--- config.mk ---
export PLATFORM = sky130hd
export DESIGN_NAME = rv_fetch_unit
export DESIGN_NICKNAME = d
export VERILOG_FILES = /design/src/rtl/rv_pkg.sv /design/src/rtl/rv_fetch_queue.sv /design/src/rtl/rv_fetch_unit.sv
export SDC_FILE = /design/constraint.sdc
export NUM_CORES = 1
export LEC_CHECK = 0
export CAP_MARGIN = 20
export CORE_MARGIN = 5
export CORE_UTILIZATION = 51
export CTS_CLUSTER_SIZE = 24
export DETAILED_ROUTE_END_ITERATION = 16
export PLACE_DENSITY_LB_ADDON = 0.08
export SLEW_MARGIN = 20
export SYNTH_ARGS = -nofsm -noshare
export SYNTH_HDL_FRONTEND = slang
export SYNTH_SLANG_ARGS = --single-unit
--- constraint.sdc ---
create_clock -name clk -period 4.8 [get_ports clk]
set_input_delay 0.72 -clock clk [delete_from_list [all_inputs] [get_ports clk]]
set_output_delay 0.72 -clock clk [all_outputs]
set_load 0.01 [all_outputs]
--- src/rtl/rv_pkg.sv ---
// Shared RISC-V fetch definitions: opcodes the predecoder recognises and the
// 2-bit branch history counter encoding.
package rv_pkg;

    localparam logic [6:0] OPC_BRANCH = 7'b1100011;
    localparam logic [6:0] OPC_JAL    = 7'b1101111;

    typedef enum logic [1:0] {
        CTR_SNT = 2'b00,
        CTR_WNT = 2'b01,
        CTR_WT  = 2'b10,
        CTR_ST  = 2'b11
    } bht_ctr_e;

    localparam bht_ctr_e CTR_RESET = CTR_WNT;

endpackage

--- src/rtl/rv_fetch_queue.sv ---
// Power-of-two FIFO between fetch and decode; flush empties it in one cycle,
// and a push is accepted when full if the head leaves in the same cycle.
module rv_fetch_queue #(
    parameter int WIDTH = 32,
    parameter int DEPTH = 4
) (
    input  logic                     clk,
    input  logic                     rst,
    input  logic                     flush,
    input  logic                     push,
    input  logic [WIDTH-1:0]         push_data,
    input  logic                     pop,
    output logic                     valid,
    output logic [WIDTH-1:0]         head_data,
    output logic [$clog2(DEPTH):0]   count
);

    localparam int PW = $clog2(DEPTH);
    localparam int CW = PW + 1;

    logic [WIDTH-1:0] mem [DEPTH];
    logic [PW-1:0]    wr_ptr;
    logic [PW-1:0]    rd_ptr;
    logic             full;
    logic             do_push;
    logic             do_pop;

    assign full    = (count == CW'(DEPTH));
    assign valid   = (count != '0);
    assign do_pop  = pop & valid;
    assign do_push = push & (~full | do_pop);

    always_ff @(posedge clk) begin
        if (rst || flush) begin
            wr_ptr <= '0;
            rd_ptr <= '0;
            count  <= '0;
        end else begin
            if (do_push) wr_ptr <= wr_ptr + 1'b1;
            if (do_pop)  rd_ptr <= rd_ptr + 1'b1;
            count <= count + CW'(do_push) - CW'(do_pop);
        end
    end

    always_ff @(posedge clk) begin
        if (do_push && !flush) mem[wr_ptr] <= push_data;
    end

    // Storage is never reset, so an empty queue must present zeros.
    assign head_data = valid ? mem[rd_ptr] : '0;

endmodule

--- src/rtl/rv_fetch_unit.sv ---
// Instruction fetch: PC generation, single in-flight imem request, predecode
// with a bimodal BHT for conditional branches, and a decode-side fetch queue.
module rv_fetch_unit
    import rv_pkg::*;
#(
    parameter int              XLEN        = 64,
    parameter logic [XLEN-1:0] RESET_PC    = '0,
    parameter int              BHT_ENTRIES = 16,
    parameter int              FQ_DEPTH    = 4
) (
    input  logic                      clk,
    input  logic                      rst,
    output logic                      imem_req_o,
    output logic [XLEN-1:0]           imem_addr_o,
    input  logic [31:0]               imem_instr_i,
    output logic                      id_valid_o,
    input  logic                      id_ready_i,
    output logic [31:0]               id_instr_o,
    output logic [XLEN-1:0]           id_pc_o,
    output logic                      id_pred_taken_o,
    input  logic                      ex_redirect_i,
    input  logic [XLEN-1:0]           ex_redirect_pc_i,
    input  logic                      ex_br_valid_i,
    input  logic [XLEN-1:0]           ex_br_pc_i,
    input  logic                      ex_br_taken_i,
    output logic [$clog2(FQ_DEPTH):0] fq_count_o
);

    localparam int IW = $clog2(BHT_ENTRIES);
    localparam int CW = $clog2(FQ_DEPTH) + 1;
    localparam int QW = 32 + XLEN + 1;

    function automatic bht_ctr_e ctr_next(input bht_ctr_e c, input logic taken);
        case (c)
            CTR_SNT: ctr_next = taken ? CTR_WNT : CTR_SNT;
            CTR_WNT: ctr_next = taken ? CTR_WT  : CTR_SNT;
            CTR_WT:  ctr_next = taken ? CTR_ST  : CTR_WNT;
            default: ctr_next = taken ? CTR_ST  : CTR_WT;
        endcase
    endfunction

    logic [XLEN-1:0]        pc_p0;
    logic [XLEN-1:0]        resp_pc_p1;
    logic                   resp_vld_p1;
    logic [CW-1:0]          fq_count;
    logic [CW:0]            occ;
    bht_ctr_e               bht [BHT_ENTRIES];
    logic [IW-1:0]          lk_idx;
    logic [IW-1:0]          up_idx;
    logic [6:0]             opc;
    logic                   is_br;
    logic                   is_jal;
    logic signed [12:0]     b_off;
    logic signed [20:0]     j_off;
    logic signed [XLEN-1:0] b_imm;
    logic signed [XLEN-1:0] j_imm;
    logic [XLEN-1:0]        pred_target;
    logic                   pred_taken;
    logic                   fq_push;
    logic [QW-1:0]          fq_head;
    logic                   unused_pc_bits;

    // p0: request stage
    assign occ         = {1'b0, fq_count} + (CW+1)'(resp_vld_p1);
    assign imem_req_o  = ~rst & ~ex_redirect_i & (occ < (CW+1)'(FQ_DEPTH));
    assign imem_addr_o = pc_p0;

    always_ff @(posedge clk) begin
        if (rst) begin
            pc_p0       <= RESET_PC;
            resp_vld_p1 <= 1'b0;
        end else if (ex_redirect_i) begin
            pc_p0       <= ex_redirect_pc_i;
            resp_vld_p1 <= 1'b0;
        end else if (pred_taken) begin
            pc_p0       <= pred_target;
            resp_vld_p1 <= 1'b0;
        end else begin
            resp_vld_p1 <= imem_req_o;
            if (imem_req_o) pc_p0 <= pc_p0 + XLEN'(4);
        end
    end

    always_ff @(posedge clk) begin
        if (imem_req_o) resp_pc_p1 <= pc_p0;
    end

    // p1: response stage, predecode and BHT lookup
    assign opc    = imem_instr_i[6:0];
    assign is_br  = (opc == OPC_BRANCH);
    assign is_jal = (opc == OPC_JAL);
    assign b_off  = {imem_instr_i[31], imem_instr_i[7], imem_instr_i[30:25],
                     imem_instr_i[11:8], 1'b0};
    assign j_off  = {imem_instr_i[31], imem_instr_i[19:12], imem_instr_i[20],
                     imem_instr_i[30:21], 1'b0};
    assign b_imm  = XLEN'(b_off);
    assign j_imm  = XLEN'(j_off);

    assign lk_idx      = resp_pc_p1[IW+1:2];
    assign up_idx      = ex_br_pc_i[IW+1:2];
    assign pred_taken  = resp_vld_p1 & (is_jal | (is_br & (bht[lk_idx] >= CTR_WT)));
    assign pred_target = resp_pc_p1 + (is_jal ? $unsigned(j_imm) : $unsigned(b_imm));
    assign fq_push     = resp_vld_p1 & ~ex_redirect_i & ~rst;

    assign unused_pc_bits = ^{ex_br_pc_i[XLEN-1:IW+2], ex_br_pc_i[1:0]};

    // Lookup reads the registered array, so a same-cycle update is not visible yet.
    always_ff @(posedge clk) begin
        if (rst) begin
            for (int i = 0; i < BHT_ENTRIES; i++) bht[i] <= CTR_RESET;
        end else if (ex_br_valid_i) begin
            bht[up_idx] <= ctr_next(bht[up_idx], ex_br_taken_i);
        end
    end

    // p2: fetch queue toward decode
    rv_fetch_queue #(
        .WIDTH (QW),
        .DEPTH (FQ_DEPTH)
    ) u_fq (
        .clk       (clk),
        .rst       (rst),
        .flush     (ex_redirect_i),
        .push      (fq_push),
        .push_data ({imem_instr_i, resp_pc_p1, pred_taken}),
        .pop       (id_ready_i),
        .valid     (id_valid_o),
        .head_data (fq_head),
        .count     (fq_count)
    );

    assign {id_instr_o, id_pc_o, id_pred_taken_o} = fq_head;
    assign fq_count_o = fq_count;

endmodule

==> results of run 1 <==
==> synth_stat cells, types with 5 or more instances <==
| master | number | area (sq um) |
|---|---|---|
| a211oi_1 | 37 | 278 |
| a21o_1 | 27 | 203 |
| a21oi_1 | 135 | 676 |
| a221oi_1 | 9 | 78.8 |
| a22oi_1 | 10 | 75.1 |
| a31oi_1 | 8 | 50.1 |
| and2_1 | 114 | 713 |
| and3_1 | 18 | 113 |
| and4_1 | 8 | 70.1 |
| buf_1 | 12 | 45.0 |
| buf_2 | 14 | 70.1 |
| clkbuf_1 | 74 | 278 |
| dfxtp_1 | 78 | 1560 |
| edfxtp_1 | 484 | 14500 |
| ha_1 | 70 | 876 |
| inv_1 | 33 | 124 |
| mux2_2 | 9 | 101 |
| mux2i_1 | 5 | 50.1 |
| mux4_2 | 110 | 2480 |
| nand2_1 | 160 | 601 |
| nand2b_1 | 10 | 62.6 |
| nand3_1 | 57 | 285 |
| nand4_1 | 37 | 231 |
| nor2_1 | 138 | 518 |
| nor2b_1 | 10 | 62.6 |
| nor3_1 | 54 | 270 |
| o211ai_1 | 9 | 67.6 |
| o21a_1 | 8 | 60.1 |
| o21ai_0 | 99 | 495 |
| o21bai_1 | 20 | 150 |
| o22ai_1 | 8 | 50.1 |
| or2_2 | 6 | 37.5 |
| or3_1 | 10 | 62.6 |
| xnor2_1 | 61 | 534 |
| xor2_1 | 44 | 385 |
==> state kept, by name (all words and copies together) (netlist names), named ones only <==
register     count
u_fq.mem       388
imem_addr_o     64
resp_vld_p1      1
u_fq.wr_ptr      2
u_fq.rd_ptr      2
bht             32
u_fq.count       3
resp_pc_p1      64
==> kinds of logic (layout without fill, tap and decap cells) <==
family | Yosys count | in the layout | share of synthesized area
other cells | 0 | 4 | 0
mux | 124 | 124 | 0.0974
buf+inv | 135 | 520 | 0.0196
compound gates | 421 | 421 | 0.0995
flops | 562 | 562 | 0.596
simple gates | 643 | 643 | 0.119
fa+ha+maj | 74 | 74 | 0.0347
xor+xnor | 105 | 105 | 0.0341
==> worst min path at each step <==
stage	start	endpoint
after global routing	imem_addr_o[1]	resp_pc_p1[1]
after CTS	imem_addr_o[0]	resp_pc_p1[0]
after floorplan	resp_pc_p1[0]	u_fq.mem[0][1]
after global placement	imem_addr_o[0]	resp_pc_p1[0]
after detailed placement	imem_addr_o[0]	resp_pc_p1[0]
final	imem_addr_o[0]	resp_pc_p1[0]
==> layout make-up <==
| class | count | area, sq um | area share |
|---|---|---|---|
| clock buffer | 78 | 1550 | 0.0472 |
| tap | 688 | 861 | 0.0262 |
| clock inverter | 28 | 315 | 0.00958 |
| multi-input combinational | 1367 | 10400 | 0.316 |
| timing repair buffer | 380 | 3530 | 0.107 |
| sequential | 562 | 16100 | 0.489 |
| antenna | 4 | 10.0 | 0.000304 |
| inverter | 34 | 130 | 0.00395 |
==> stage by stage <==
stage,util,instances
after floorplan,-,2064
after global placement,0.591,3031
after detailed placement,0.591,3031
after CTS,0.627,3137
after global routing,0.627,3139
final,0.627,3141
==> layer usage <==
layer	global-route usage	vias to the layer above	routed length (um)
li1	-	8631	-
met1	0.380	9516	33300
met2	0.419	678	36300
met3	0.0467	138	5260
met4	0.0810	4	2490
met5	0	-	21
==> critical path, stage by stage <==
cell and delay (ps):
clkdlybuf4s50_1 480, and4b_2 270, nand2_1 70, nor2_2 160
buf_4 160, buf_4 130, mux2_2 330, ha_1 290
and3_1 160, a221oi_2 60, buf_4 160, o41a_1 450
and2_1 210, o221ai_2 240, o31a_4 210, a31oi_4 90
o41a_4 420, or4_1 440, nand3_1 100
==> report_power, final <==
group / total, mW / internal, mW / leakage, nW / switching (mW)
Clock: 4.44 / 2.59 / 0.912 / 1.86
Sequential: 5.55 / 5.40 / 5.05 / 0.150
Combinational: 1.33 / 0.608 / 5.25 / 0.718
==> cells in the final DEF, fill, tap and decap left out, types with 57 or more instances in the layout <==
cell type        instances
nand2_1                160
clkdlybuf4s50_1        268
mux4_2                 110
dfxtp_1                 76
edfxtp_1               484
nor2_1                 136
a21oi_1                134
nand3_1                 57
buf_4                  109
and2_1                 110
o21ai_0                 98
ha_1                    70
xnor2_1                 61
==> summary.md, run 1 <==
| Metric | Value |
|---|---|
| Count of different cell masters after synthesis | `between 80 and 90` |
| Synthesized flop and latch total | `562` |
| Final Power | `11.3 mW` |
| Clock skew | `slightly below 30 ps` |
| Overflow after GRT | `0` |
| Worst Setup End Kind | `flip-flop` |
| Syn nets | `about 2300` |
| Vias | `18967` |
| Count of final setup violators | `0` |
| Leakage Power | `about 11 nW` |
| Die area | `slightly below 60000 sq um` |
| Synth async-reset ratio | `0` |
| Fill cells | `approximately 4000` |
| CTS tree | `yes` |
| Worst reg-to-reg path cell count | `12` |
| First-pass DRT Iterations | `6` |
| First-pass GRT wire length | `approximately 120000 um` |
| H-tree depth | `2` |
| FP Rows | `84` |
| Final instance area | `roughly 33000 sq um` |
| Critical Path Fanout Max | `5` |
| Fin nets | `about 2600` |
| Number of antenna violations at the first check in global routing | `7` |
| Worst hold path type | `flip-flop to flip-flop` |
| Final WL | `just under 80000 um` |
| Slew headroom | `0.343` |
| # DRC | `0` |
| CP arrival | `between 5000 and 6000 ps` |
| Detailed Route Iter0 Violations | `around 1700` |
| Worst setup endpoint | `imem_addr_o[59]` |
| Skew-Pair Late Insertion Delay | `630 ps` |
| Wirelength per Cell | `about 25 um` |
| Max Freq | `~220 MHz` |
| EDFF count, synth | `just under 500` |
| Hold Violations, Final | `0` |
| CP startpoint kind | `primary input` |
| Max Cap Viol | `0` |
| Post_cts resized | `0` |
| WHS | `around 460 ps` |
| Crit path kind | `primary input to flip-flop` |
| Final min period | `~4600 ps` |
| Vias in the first global route | `approximately 19000` |
| R2r setup slk | `between 800 and 900 ps` |
| Clk sink count | `between 500 and 600` |
| Final HPWL DP | `54800 um` |
| Via density per instance | `~6.0` |
| Reg2reg end | `imem_addr_o[15]` |
| Reg clk slew, reported paths | `approximately 60 ps` |
| Post-synth top flop | `edfxtp_1` |
| CP Data Required Time | `between 5000 and 6000 ps` |
| Worst-Margin Slew | `~980 ps` |
| Antenna Violating Nets Remaining | `0` |
| Final TNS setup | `0 ps` |
| Die width | `240 um` |
| Area of the core | `approximately 52000 sq um` |
| Max clock buf depth | `3` |
| CTS hold repair buffers | `0` |
| Die Y | `around 240 um` |
| Final GP Congestion | `between 0.9 and 1` |
| Final WS setup | `about 190 ps` |
| Avg Cell Area, Syn | `about 13 sq um` |
| PortBufs | `271` |
| Gr usage total | `0.264` |
| Seq/Total Area, Yosys | `0.596` |
| Post-Place Worst Slack | `-496 ps` |
| Crit path from | `imem_instr_i[1]` |
| Worst VDD drop | `between 0.0003 and 0.0004 V` |
| Layout cell share with drive strength beyond 1 | `0.143` |
| Final Slew Violations | `0` |
| I/O pins | `about 330` |
| Worst hold path stage count | `0` |
| Period utilisation layout | `0.960` |
| PD cells | `around 340 nW/um^2` |
| Cts bufs inserted | `between 50 and 60` |
| Post-Place Cell Area | `roughly 31000 sq um` |
| Initial core utilization | `0.515` |
| Status | `complete, no violations` |
| Setup Buffers After CTS | `0` |
| Area Overhead vs Synth | `21.9%` |
| Synthesis Warnings | `0` |
| Mapped Cells | `2064` |
| Pin count of the biggest net entering global routing | `69` |
| Clk root buf | `clkbuf_16` |
| Area of the mapped netlist | `roughly 27000 sq um` |
(Power assumes the default switching activity.)
==> run 2, diff against run 1 <==
CORE_MARGIN = 4   (was 5)
PLACE_DENSITY = 0.85   (was default)
PLACE_DENSITY_LB_ADDON = default   (was 0.08)
==> summary.md, run 2 (synthesis results as in run 1) <==
| Metric | Value |
|---|---|
| Status | `complete, no violations` |
| First-pass DRT Iterations | `6` |
| Critical Path Fanout Max | `5` |
| Crit path kind | `primary input to flip-flop` |
| Gr usage total | `0.273` |
| Max Freq | `215 MHz` |
| Worst hold path type | `flip-flop to flip-flop` |
| Via density per instance | `~6.2` |
| Final WS setup | `156 ps` |
| Commonest non-fill, non-tap cell in the layout | `edfxtp_1` |
| FP Rows | `between 80 and 90` |
| CP arrival | `around 5200 ps` |
| Area of the core | `approximately 52000 sq um` |
| Clk sink count | `between 500 and 600` |
| Leakage Power | `11.3 nW` |
| Die Y | `238 um` |
| Unrepaired setup endpoints after global routing | `no` |
| Final WL | `around 79000 um` |
| Worst hold path stage count | `0` |
| WHS | `476 ps` |
| Max Cap Viol | `0` |
| CP Cell Sequence | `clkdlybuf4s50_1 > and4b_2 > nand2_1 > nor2_1 > buf_4 > buf_4 > mux2_2 > ha_1 > a21o_1 > a221oi_2 > buf_4 > o41a_1 > and2_1 > o221ai_2 > o31a_4 > a31oi_4 > o41a_4 > or4_1 > nand3_1` |
| Hold path startpoint | `imem_addr_o[0]` |
| Slew headroom | `0.339` |
| Vias in the first global route | `19494` |
| Worst hold endpoint | `resp_pc_p1[0]` |
| Final core occ | `0.631` |
| Die width | `238 um` |
| Detailed Route Iter0 Violations | `around 2200` |
| Vias | `slightly below 20000` |
| Worst VDD drop | `approximately 0.00027 V` |
| Largest register FFs | `a little under 400` |
| Die area | `56700 sq um` |
| Count of final setup violators | `0` |
| # DRC | `0` |
| Max clock buf depth | `3` |
| Fin nets | `about 2700` |
| Wirelength per Cell | `between 20 and 30 um` |
| CTS tree | `yes` |
| Worst reg-to-reg path cell count | `12` |
| Crit-path slowest cell | `clkdlybuf4s50_1` |
| I/O pins | `around 330` |
| Worst-Margin Slew | `roughly 1000 ps` |
| Number of antenna violations at the first check in global routing | `7` |
| Worst Setup End Kind | `flip-flop` |
| Antenna Violating Nets Remaining | `0` |
| First-pass GRT wire length | `119000 um` |
| Setup Buffers After CTS | `0` |
| Reg clk slew, reported paths | `around 60 ps` |
| Period utilisation layout | `0.968` |
| Layout cell share with drive strength beyond 1 | `0.150` |
| CP max stage delay | `490 ps` |
| PortBufs | `between 200 and 300` |
| Post-Place Worst Slack | `-447 ps` |
| CP Data Required Time | `about 5400 ps` |
| R2r setup slk | `around 920 ps` |
| Worst path bufs/invs | `4` |
| H-tree depth | `2` |
| Overflow after GRT | `0` |
| Pin count of the biggest net entering global routing | `73` |
| Final min period | `about 4600 ps` |
| Hold Violations, Final | `0` |
| Worst path top cell family by delay | `compound AO/OA/AOI/OAI gates` |
| PD cells | `~340 nW/um^2` |
| Reg2reg end | `imem_addr_o[10]` |
| CP startpoint kind | `primary input` |
| Biggest register | `u_fq.mem` |
| Worst path most repeated cell | `buf_4` |
| Skew-Pair Late Insertion Delay | `slightly above 600 ps` |
| WP depth | `19` |
| Final HPWL DP | `56100 um` |
| Area Overhead vs Synth | `22.6%` |
| Final GP Congestion | `~0.95` |
| Initial core utilization | `0.515` |
| Most frequent cells in the layout | `edfxtp_1, clkdlybuf4s50_1, nand2_1` |
| Clock skew | `12.9 ps` |
| Clk root buf | `clkbuf_16` |
| Final Slew Violations | `0` |
| Cts bufs inserted | `53` |
## run 2: power breakdown
group	switching [mW]	internal, mW	leakage, nW
registers	0.148	5.40	5.05
clock network	1.85	2.49	0.880
logic	0.738	0.621	5.36
total	2.74	8.52	11.3
## run 2: worst register-to-register path, cell delays in order, from the launching register on
cell,delay [ps]
dfxtp_1,470
mux4_2,550
mux2i_1,150
mux2i_1,230
a21boi_1,570
o21ai_1,120
buf_4,210
nor2_2,750
buf_4,380
a21oi_1,60
o21ai_0,130
o21ai_0,110
nor2_1,90
## run 2: cell type report
type                    count  area (sq um)
flip-flops and latches    562         16100
diodes                      6          15.0
fillers                  3808         19400
clock buffers              69          1430
clock inverters            31           377
well taps                 688           861
multi-input cells        1367         10400
inverters                  34           129
repair buffers            395          3770
## run 2: repair_timing
item	CTS	global route
resized for setup	0	8
hold buffers	0	0
setup endpoints to repair	0	16
hold endpoints to repair	0	0
## run 2: how the worst max path moves through the flow
stage | slack [ps] | endpoint | startpoint
after global routing | 20 | imem_addr_o[47] | imem_instr_i[5]
final | 160 | imem_addr_o[59] | imem_instr_i[1]
after CTS | 170 | imem_addr_o[60] | imem_instr_i[4]
after global placement | -430 | imem_addr_o[49] | imem_instr_i[5]
after detailed placement | -450 | imem_addr_o[59] | imem_instr_i[5]
after floorplan | 100 | imem_addr_o[47] | imem_instr_i[4]
## run 2: metrics by stage
stage	cell area [sq um]	power (mW)	TNS (ps)	cells
2_1_floorplan	27000	6.32	0	2064
3_3_place_gp	31200	6.94	-6940	3046
3_5_place_dp	31200	6.98	-9230	3046
4_1_cts	33000	11.3	0	3146
5_1_grt	33100	11.6	0	3151
6_report	33100	11.3	0	3152
## run 2: routing by layer
layer / wire [um] / global-route usage / share of wire
met5: 13 / 0 / 0.00016
met4: 2430 / 0.0864 / 0.031
met3: 6370 / 0.0484 / 0.080
met2: 38600 / 0.447 / 0.49
met1: 32000 / 0.376 / 0.40
==> run 3, diff against run 2 <==
CTS_CLUSTER_DIAMETER = 200   (was default)
==> summary.md, run 3 (synthesis results as in run 1) <==
| Metric | Value |
|---|---|
| Status | `complete, no violations` |
| Placed Cells | `~3000` |
| Area Overhead vs Synth | `18.8%` |
| First-pass DRT Iterations | `6` |
| Final min period | `4650 ps` |
| Max Cap Viol | `0` |
| Post_cts resized | `0` |
| Max Freq | `about 220 MHz` |
| Worst hold path type | `flip-flop to flip-flop` |
| Worst-Margin Slew | `988 ps` |
| Final WL | `77500 um` |
| CP arrival | `5110 ps` |
| CTS hold repair buffers | `0` |
| Final Slew Violations | `0` |
| Detailed Route Iter0 Violations | `between 2000 and 2500` |
| Largest register FFs | `between 300 and 400` |
| Skew-Pair Late Insertion Delay | `roughly 600 ps` |
| Area of the core | `about 52000 sq um` |
| Biggest register | `u_fq.mem` |
| Leakage Power | `10.8 nW` |
| Layout cell share with drive strength beyond 1 | `0.130` |
| H-tree depth | `1` |
| Crit path kind | `primary input to flip-flop` |
| Slew headroom | `0.341` |
| Pin count of the biggest net entering global routing | `73` |
| Cts bufs inserted | `27` |
| FP Rows | `between 80 and 90` |
| Final instance area | `between 30000 and 40000 sq um` |
| Hold Violations, Final | `0` |
| Period utilisation layout | `0.969` |
| Via density per instance | `about 6.2` |
| CP Data Required Time | `roughly 5300 ps` |
| Reg clk slew, reported paths | `~90 ps` |
| Die area | `~57000 sq um` |
| Fin nets | `~2600` |
| Vias in the first global route | `about 19000` |
| Initial core utilization | `0.515` |
| Worst VDD drop | `between 0.0003 and 0.0004 V` |
| Overflow after GRT | `0` |
| Most frequent cells in the layout | `edfxtp_1, clkdlybuf4s50_1, nand2_1` |
| Number of antenna violations at the first check in global routing | `5` |
| Post-Place Cell Area | `31200 sq um` |
| Die Y | `238 um` |
| Crit-path slowest cell | `clkdlybuf4s50_1` |
| Commonest non-fill, non-tap cell in the layout | `edfxtp_1` |
| Setup Buffers After CTS | `0` |
| CTS tree | `yes` |
| Die width | `between 200 and 250 um` |
| CP startpoint kind | `primary input` |
| Worst Setup End Kind | `flip-flop` |
| # DRC | `0` |
| Clock skew | `around 22 ps` |
| Critical Path Fanout Max | `5` |
| Count of final setup violators | `0` |
| Antenna Violating Nets Remaining | `0` |
| Unrepaired setup endpoints after global routing | `no` |
| CP Cell Sequence | `clkdlybuf4s50_1 > and4b_1 > nand2_1 > nor2_1 > buf_4 > mux2_2 > ha_1 > fa_1 > a21o_1 > a221oi_2 > buf_4 > o41a_1 > and2_1 > o221ai_2 > o31a_4 > a31oi_4 > o41a_4 > xor2_1 > o221ai_1` |
| First-pass GRT wire length | `between 100000 and 150000 um` |
| Post-Place Worst Slack | `-447 ps` |
| Non-Filler Instances | `between 3000 and 4000` |
| Vias | `slightly below 20000` |
| Max clock buf depth | `3` |
| PD cells | `295 nW/um^2` |
| Clk sink count | `roughly 560` |
| CP max stage delay | `roughly 500 ps` |
| Final WS setup | `about 150 ps` |
| PortBufs | `around 270` |
| Final GP Congestion | `around 0.95` |
| Final HPWL DP | `56100 um` |
| I/O pins | `about 330` |
| Gr usage total | `0.264` |
| Wirelength per Cell | `25.0 um` |
| Clk root buf | `clkbuf_16` |
| Worst path most repeated cell | `buf_4` |
-- run 3: cell types whose count changed in the layout (fill, tap and decap cells not counted), moves of 2 or more --
| cell | before | now |
|---|---|---|
| clkinv_8 | 2 | 0 |
| diode_2 | 6 | 4 |
| clkinv_2 | 10 | 1 |
| clkbuf_16 | 53 | 27 |
| clkinv_4 | 3 | 0 |
| clkbuf_1 | 12 | 21 |
| clkbuf_8 | 4 | 0 |
| bufinv_16 | 7 | 0 |
| clkinv_1 | 5 | 0 |
| clkinvlp_4 | 2 | 0 |
-- run 3: worst max-delay path, delay by kind of cell --
kind / cells / cell delay [ps]
adder cells (fa/ha/maj): 2 / 620
AO/OA/AOI/OAI: 8 / 1690
buffers and inverters: 3 / 830
multiplexers: 1 / 350
AND/OR/NAND/NOR: 4 / 730
XOR/XNOR: 1 / 160
-- run 3: cell type report --
type / instances / area, sq um
repair buffers: 395 / 3770
flip-flops and latches: 562 / 16100
diodes: 4 / 10.0
multi-input cells: 1367 / 10400
fillers: 3963 / 20400
clock inverters: 2 / 25.0
well taps: 688 / 861
inverters: 34 / 129
clock buffers: 48 / 754
-- run 3: stage by stage --
step / hold slack (ps) / util / setup TNS (ps) / power (mW)
floorplan: 482 / - / 0 / 6.32
global placement: 440 / 0.596 / -6940 / 6.94
detailed placement: 457 / 0.596 / -9230 / 6.98
CTS: 482 / 0.611 / 0 / 9.47
global route: 521 / 0.611 / 0 / 9.80
finish: 491 / 0.611 / 0 / 9.46
-- run 3: routing by layer --
metal / track usage / routed length [um] / vias up
li1: - / - / 8546
met1: 0.374 / 31700 / 9699
met2: 0.437 / 37700 / 961
met3: 0.0355 / 6040 / 137
met4: 0.0679 / 2010 / 2
met5: 0 / 13 / -
-- run 3: power breakdown --
| group | switching, mW | internal [mW] | total [mW] |
|---|---|---|---|
| Combinational | 0.736 | 0.621 | 1.36 |
| Clock | 1.48 | 1.09 | 2.57 |
| Sequential | 0.148 | 5.39 | 5.54 |
| Total | 2.36 | 7.10 | 9.46 |
-- run 3: worst paths after layout --
path / startpoint / endpoint / slack [ps] / depth (start not counted)
max: imem_instr_i[6] / imem_addr_o[55] / 150 / 19
min: imem_addr_o[0] / resp_pc_p1[0] / 490 / 0
max reg2reg: flip-flop / imem_addr_o[52] / 920 / 11
min reg2reg: imem_addr_o[0] / resp_pc_p1[0] / 490 / 0
